### config.mk
export PLATFORM = sky130hd
export DESIGN_NAME = packet_framer_ctrl
export DESIGN_NICKNAME = d
export VERILOG_FILES = /design/src/rtl/packet_framer_ctrl.sv
export SDC_FILE = /design/constraint.sdc
export NUM_CORES = 1
export LEC_CHECK = 0
export CORE_MARGIN = 4
export CORE_UTILIZATION = 49
export CTS_BUF_LIST = sky130_fd_sc_hd__clkbuf_4 sky130_fd_sc_hd__clkbuf_8 sky130_fd_sc_hd__clkbuf_16
export CTS_CLUSTER_DIAMETER = 120
export CTS_CLUSTER_SIZE = 16
export DETAILED_ROUTE_END_ITERATION = 7
export HOLD_SLACK_MARGIN = 0.1
export PLACE_DENSITY = 0.79
export SLEW_MARGIN = 15
export SYNTH_ARGS = -nofsm -noshare
export SYNTH_HDL_FRONTEND = slang
export SYNTH_SLANG_ARGS = --single-unit
### constraint.sdc
create_clock -name clk -period 2.3 [get_ports clk]
set_input_delay 0.46 -clock clk [delete_from_list [all_inputs] [get_ports clk]]
set_output_delay 0.46 -clock clk [all_outputs]
set_load 0.02 [all_outputs]
### src/rtl/packet_framer_ctrl.sv
`default_nettype none
// +------------------------------------------------------------------------+
// | packet_framer_ctrl : STP/SDP framed packet extractor with END/EDB close |
// | Optional: PKT_LEN_CHECK_EN enables DLLP/TLP length checking            |
// | Revision: 1.0                                                          |
// +------------------------------------------------------------------------+
module packet_framer_ctrl #(
  parameter int MAX_TLP_BYTES = 1036
) (
  input  logic        clk,
  input  logic        rst,
  input  logic [7:0]  data_in,
  input  logic        DK,
  input  logic        valid,
  output logic [7:0]  byte_out,
  output logic        byte_valid,
  output logic [1:0]  pkt_kind,
  output logic        sop,
  output logic        eop,
  output logic        eop_good,
  output logic        eop_nullified,
  output logic        framing_err,
  output logic        len_err,
  output logic [10:0] pkt_len
);

  localparam logic [7:0]  K_STP    = 8'hFB;
  localparam logic [7:0]  K_SDP    = 8'h5C;
  localparam logic [7:0]  K_END    = 8'hFD;
  localparam logic [7:0]  K_EDB    = 8'hFE;
  localparam logic [7:0]  K_PAD    = 8'hF7;
  localparam logic [1:0]  KIND_TLP = 2'b01;
  localparam logic [1:0]  KIND_DLP = 2'b10;
  localparam logic [10:0] DLLP_LEN = 11'd6;
  localparam logic [10:0] CNT_MAX  = 11'h7FF;
  localparam logic [10:0] MAX_CNT  = 11'(MAX_TLP_BYTES);

`ifdef PKT_LEN_CHECK_EN
  localparam bit LEN_CHECK = 1'b1;
`else
  localparam bit LEN_CHECK = 1'b0;
`endif

  typedef enum logic [1:0] {
    IDLE = 2'd0,
    TLP  = 2'd1,
    DLLP = 2'd2
  } state_t;

  state_t      state;
  logic [10:0] cnt;

  logic        is_stp, is_sdp, is_end, is_edb, is_pad;
  logic        in_tlp;
  logic [10:0] cnt_inc;

  assign is_stp  = DK && (data_in == K_STP);
  assign is_sdp  = DK && (data_in == K_SDP);
  assign is_end  = DK && (data_in == K_END);
  assign is_edb  = DK && (data_in == K_EDB);
  assign is_pad  = DK && (data_in == K_PAD);
  assign in_tlp  = (state == TLP);
  assign cnt_inc = (cnt == CNT_MAX) ? cnt : cnt + 11'd1;

  always_ff @(posedge clk) begin
    if (rst) begin
      state         <= IDLE;
      cnt           <= '0;
      byte_out      <= '0;
      byte_valid    <= 1'b0;
      pkt_kind      <= 2'b00;
      sop           <= 1'b0;
      eop           <= 1'b0;
      eop_good      <= 1'b0;
      eop_nullified <= 1'b0;
      framing_err   <= 1'b0;
      len_err       <= 1'b0;
      pkt_len       <= '0;
    end else begin
      // Pulse outputs default low; only the branch that fires raises them.
      byte_out      <= '0;
      byte_valid    <= 1'b0;
      sop           <= 1'b0;
      eop           <= 1'b0;
      eop_good      <= 1'b0;
      eop_nullified <= 1'b0;
      framing_err   <= 1'b0;
      len_err       <= 1'b0;
      pkt_len       <= '0;

      case (state)
        IDLE: begin
          pkt_kind <= 2'b00;
          if (valid) begin
            if (is_stp) begin
              state    <= TLP;
              sop      <= 1'b1;
              pkt_kind <= KIND_TLP;
              cnt      <= '0;
            end else if (is_sdp) begin
              state    <= DLLP;
              sop      <= 1'b1;
              pkt_kind <= KIND_DLP;
              cnt      <= '0;
            end else if (is_end || is_edb) begin
              framing_err <= 1'b1;
            end
          end
        end

        TLP, DLLP: begin
          // kind stays with the packet through its eop cycle
          pkt_kind <= in_tlp ? KIND_TLP : KIND_DLP;
          if (valid) begin
            if (!DK) begin
              if (LEN_CHECK && in_tlp && (cnt >= MAX_CNT)) begin
                eop     <= 1'b1;
                len_err <= 1'b1;
                pkt_len <= cnt;
                state   <= IDLE;
              end else begin
                byte_out   <= data_in;
                byte_valid <= 1'b1;
                cnt        <= cnt_inc;
              end
            end else if (is_end) begin
              eop     <= 1'b1;
              pkt_len <= cnt;
              state   <= IDLE;
              if (LEN_CHECK && !in_tlp && (cnt != DLLP_LEN)) begin
                len_err <= 1'b1;
              end else begin
                eop_good <= 1'b1;
              end
            end else if (is_edb) begin
              eop     <= 1'b1;
              pkt_len <= cnt;
              state   <= IDLE;
              if (in_tlp) begin
                eop_nullified <= 1'b1;
              end else begin
                framing_err <= 1'b1;
              end
            end else if (is_stp || is_sdp || is_pad) begin
              // aborting symbol closes the packet and does not open a new one
              eop         <= 1'b1;
              framing_err <= 1'b1;
              pkt_len     <= cnt;
              state       <= IDLE;
            end
          end
        end

        default: begin
          state    <= IDLE;
          pkt_kind <= 2'b00;
        end
      endcase
    end
  end

endmodule
`default_nettype wire

# After elaboration in Yosys (flattened, before gate mapping)
# Cells that the tools add are included.
# word_totals
ff_bits	40
output_inout_bits	28
elab_cells	92
# op_classes
n_addsub	1
eq_ne	15
muxes	42
n_bitwise	5
n_reduce_logical	18
# ops
operator	count
11-bit 2-to-1 mux	9
8-bit == test, second input constant	4
2-bit 2-to-1 mux	12
11-bit case mux with 2 select lines	1
1-bit 2-to-1 mux	17
11-bit by 1-bit adder with 11-bit output, second input constant	1
11-bit == test, second input constant	1
2-bit inequality test, second input constant	5
8-bit by 7-bit == test with 1-bit output, second input constant	1
2-bit case mux with 2 select lines	2
4-bit OR reduction	2
6-bit AND reduction	1
3-bit OR reduction	2
6-bit OR reduction	1
1-bit logical AND	5
1-bit NOT	5
5-bit AND reduction	1
4-bit inequality test, second input constant	1
1-bit logical OR	3
3-bit inequality test, second input constant	1
2-bit by 1-bit == test with 1-bit output, second input constant	1
2-bit == test, second input constant	1
2-bit logical NOT	1
1-bit case mux with 2 select lines	1
other kinds (2)	2

# Longest topological paths before layout
# logic_depth
word_depth	10
mapped_depth	9
depth_no_buf	7

# Worst setup path after synthesis
# OpenSTA, ideal clock, no wires.
# synth_timing
path_type	reg2reg
from	register state[0]
to	register cnt[7]
setup_ns	0.070
arrival_ns	1.968
path_slack_ns	0.262
stages_incl_launch_ff	8
n_path_buf	0
period_less_slack_ns	2.038
cell_sequence	dfxtp_1 > inv_1 > ha_1 > nand2b_1 > a21boi_1 > o311ai_4 > or4_1 > a21oi_1
# synth_via
elab_chain_cells	4
# synth_rtl
element	line	text
start, declared	50	state_t state;
start signal, assigned	67	state <= IDLE;
start signal, assigned	96	state <= TLP;
start signal, assigned	101	state <= DLLP;
2-bit by 1-bit == test with 1-bit output or 2-bit == test (tied branches)	91	case (state)
2-bit OR reduction	91	
2-bit inequality test (no line) or 2-bit nonzero test (tied branches)	n/a	
6-bit AND reduction (no line)	n/a	
end signal, assigned	124	cnt <= cnt_inc;
end, declared	51	logic [10:0] cnt;
# Several ways; a longest one is shown, not always the timed one.
# A chain may end at the register's enable or synchronous reset.

# Final worst setup path
# layout_timing
from	register state[1]
to	register cnt[9]
# Same word-level chain as after synthesis.

==> results.txt <==
Clock Power Share: 0.374
Core Region: 0.00336 mm^2
Final Power: 1.25 mW
CTS clk-pin slew, worst paths: 0.11 ns
Final min period: 2.18 ns
P_sw: 270 uW
Yosys top cell by area: dfxtp_1
Avg WL per Cell: 14.4 um
Post-Synthesis Cell Area: 0.00171 mm^2
vias in the first global route: 1,653
DR iter-0 viols: 125
yosys warns: 0
Sw Share: 0.217
Final Max Slew Viols: 0
Routed Antenna Nets: 0
Worst EP arrival: 2.46 ns
Most used DFF post-synth: dfxtp_1
final worst slack: 0.118 ns
number of nets in the layout: 264
# IOs: 40
grt ovf: 0
Fin. Hold Viols: 0
Pwr per Cell Area: 516 mW/mm^2
CTS sink cnt: 40
first-pass GRT wire length: 7180 um
status: finished clean
H-tree levels: 2
Synth cell types: 42
register area share after synthesis: 0.467
layout cells sized above 1: 0.177
ANT cells: 0
Area contributors post-synth: dfxtp_1 47%, and2_1 5.8%, a21oi_1 3.8%
cell leakage power: 0.915 nW
WP data required: 2.58 ns
RSZ-0062 raised after global routing: no
synthesized flop and latch total: 40
combinational share of power: 0.070
fraction of registers with async set/reset: 0
Internal Pwr Total: 977 uW
Worst-Skew Late Latency: 0.35 ns
Post-synth EDFFs: 0
CTS buffer count: 5
initial antenna violation count: 0
final count of negative-setup-slack endpoints: 0
Post-Route WL: 4240 um
TritonCTS clock tree: built
Peak supply drop: 0.274 mV
Max-Cap Viols: 0
largest net degree at the start of global routing: 13
DR vias: 1,615
Starting Density: 0.509
CP Launch Type: flop
I/O Buffers: 38
Clock Root Buffer: clkbuf_4
CP endpoint kind: flop
Critical Path Fanout Max: 10
area grow syn2layout: 41.1%
Mapped Cells: 181
final setup skew: 0.0125 ns
First-pass DRT Iterations: 6
synthesized area per cell: 9.46 um^2
Syn Nets: 197
post-CTS setup buffers: 0
GRT Total Usage: 0.208
Site Rows: 21
share of the synthesized area in the top cell type: 0.467
Max Freq: 458 MHz
final cycle utilization of the critical path: 0.949
worst slack, placed: -0.171 ns
CP Class: reg -> reg
die area: 0.00451 mm^2
chip height: 67.1 um
sequential fraction of design power: 0.556
hold crit path type: reg -> reg
Die W: 67.1 um
CTS max path bufs: 2
HPWL after DPL: 3200 um
DR DRC count: 0
Hold-fix buffers, CTS: 0
routed vias/inst: 5.47
setup TNS: 0 ns
GPL Wtd Cong: 0.859
worst max-delay path, cell delays in order, from the launching register on:
cell	delay, ns
dfxtp_1	0.41
inv_1	0.08
ha_1	0.34
nand2b_1	0.18
a21boi_2	0.21
o311ai_4	0.19
or4_1	0.52
a21oi_1	0.19
cells in the final DEF, fill, tap and decap left out, drive strengths merged, types with 2 or more instances in the layout:
cell / synthesis / routed
a21oi: 13 / 13
and2: 16 / 16
and3: 2 / 2
and3b: 2 / 2
buf: 4 / 29
clkbuf: 3 / 6
clkdlybuf4s50: 0 / 38
dfxtp: 40 / 40
ha: 4 / 4
inv: 9 / 9
nand2: 11 / 11
nand2b: 3 / 3
nand3: 7 / 7
nand3b: 2 / 2
nand4: 9 / 9
nor2: 6 / 6
nor3: 10 / 10
nor4: 3 / 3
nor4b: 2 / 2
o21a: 2 / 2
o21ai: 4 / 4
o311ai: 2 / 2
o31a: 2 / 2
o31ai: 5 / 5
o41ai: 2 / 2
or3: 2 / 2
or4: 7 / 7
xnor2: 2 / 2
cells in the mapped netlist (2+ instances only):
cell      number
dfxtp_1       40
and2_1        16
a21oi_1       13
nand2_1       11
nor3_1        10
inv_1          9
nand4_1        8
or4_1          7
nand3_1        6
nor2_1         6
o31ai_1        5
ha_1           4
clkbuf_1       3
nand2b_1       3
and3_1         2
and3b_1        2
buf_2          2
nand3b_1       2
nor4_1         2
o21a_1         2
o21ai_0        2
o21ai_1        2
o31a_1         2
o41ai_1        2
or3_1          2
xnor2_1        2
through the flow:
step,instance area (um^2),instances,util,hold slack (ns)
3_5_place_dp,2330,287,0.692,0.473
6_report,2420,295,0.719,0.490
3_3_place_gp,2330,287,0.692,0.477
4_1_cts,2410,295,0.716,0.488
2_1_floorplan,1710,181,-,0.451
5_1_grt,2420,295,0.719,0.527
power groups by stage:
stage          Sequential [mW]  Combinational [mW]  Clock, mW
2_1_floorplan            0.709              0.0326          0
3_3_place_gp             0.709              0.0820          0
3_5_place_dp             0.709              0.0845          0
4_1_cts                  0.693              0.0855      0.470
5_1_grt                  0.694              0.0940      0.510
6_report                 0.693              0.0874      0.467
sequential cells by signal, indices dropped and copies added, names as in the netlist:
signal	count
eop_nullified	1
eop	1
eop_good	1
state	2
byte_valid	1
framing_err	1
cnt	11
pkt_len	11
pkt_kind	2
byte_out	8
sop	1
per-layer routing:
layer | GRT usage | wire (um) | part of all wire | vias up
li1 | - | - | - | 795
met3 | 0.0523 | 240 | 0.057 | 9
met5 | 0 | 0 | 0 | -
met2 | 0.368 | 2160 | 0.51 | 65
met4 | 0.0810 | 62 | 0.015 | 0
met1 | 0.238 | 1780 | 0.42 | 746
area by class of cell:
class | count | area [um^2]
inverters | 9 | 33.8
fillers | 265 | 946
well taps | 46 | 57.6
repair buffers | 67 | 598
clock inverters | 2 | 35.0
clock buffers | 6 | 45.0
multi-input cells | 125 | 847
flip-flops and latches | 40 | 801
timing repair:
item / CTS / global route
endpoints found under the hold margin: 0 / 0
setup endpoints to repair: 0 / 5
gates resized for setup: 0 / 2
path summary, 6_finish.rpt:
kind / from / endpoint / slack, ns / depth (start not counted)
worst min-delay path: cnt[1] / cnt[1] / 0.49 / 2
worst max register to register: state[1] / cnt[9] / 0.12 / 7
worst max-delay path: state[1] / cnt[9] / 0.12 / 7
worst min register to register: cnt[1] / cnt[1] / 0.49 / 2
kinds of logic after synthesis:
logic type	share of synthesized area
buffers and inverters	0.0431
DFF	0.467
xor gates and xnor gates	0.0102
and+or+nand+nor	0.304
muxes	0.00584
other	0.00219
AOI/OAI and AO/OA	0.138
adders and majority gates	0.0292
Note: power is estimated with default switching activity, not from simulation.
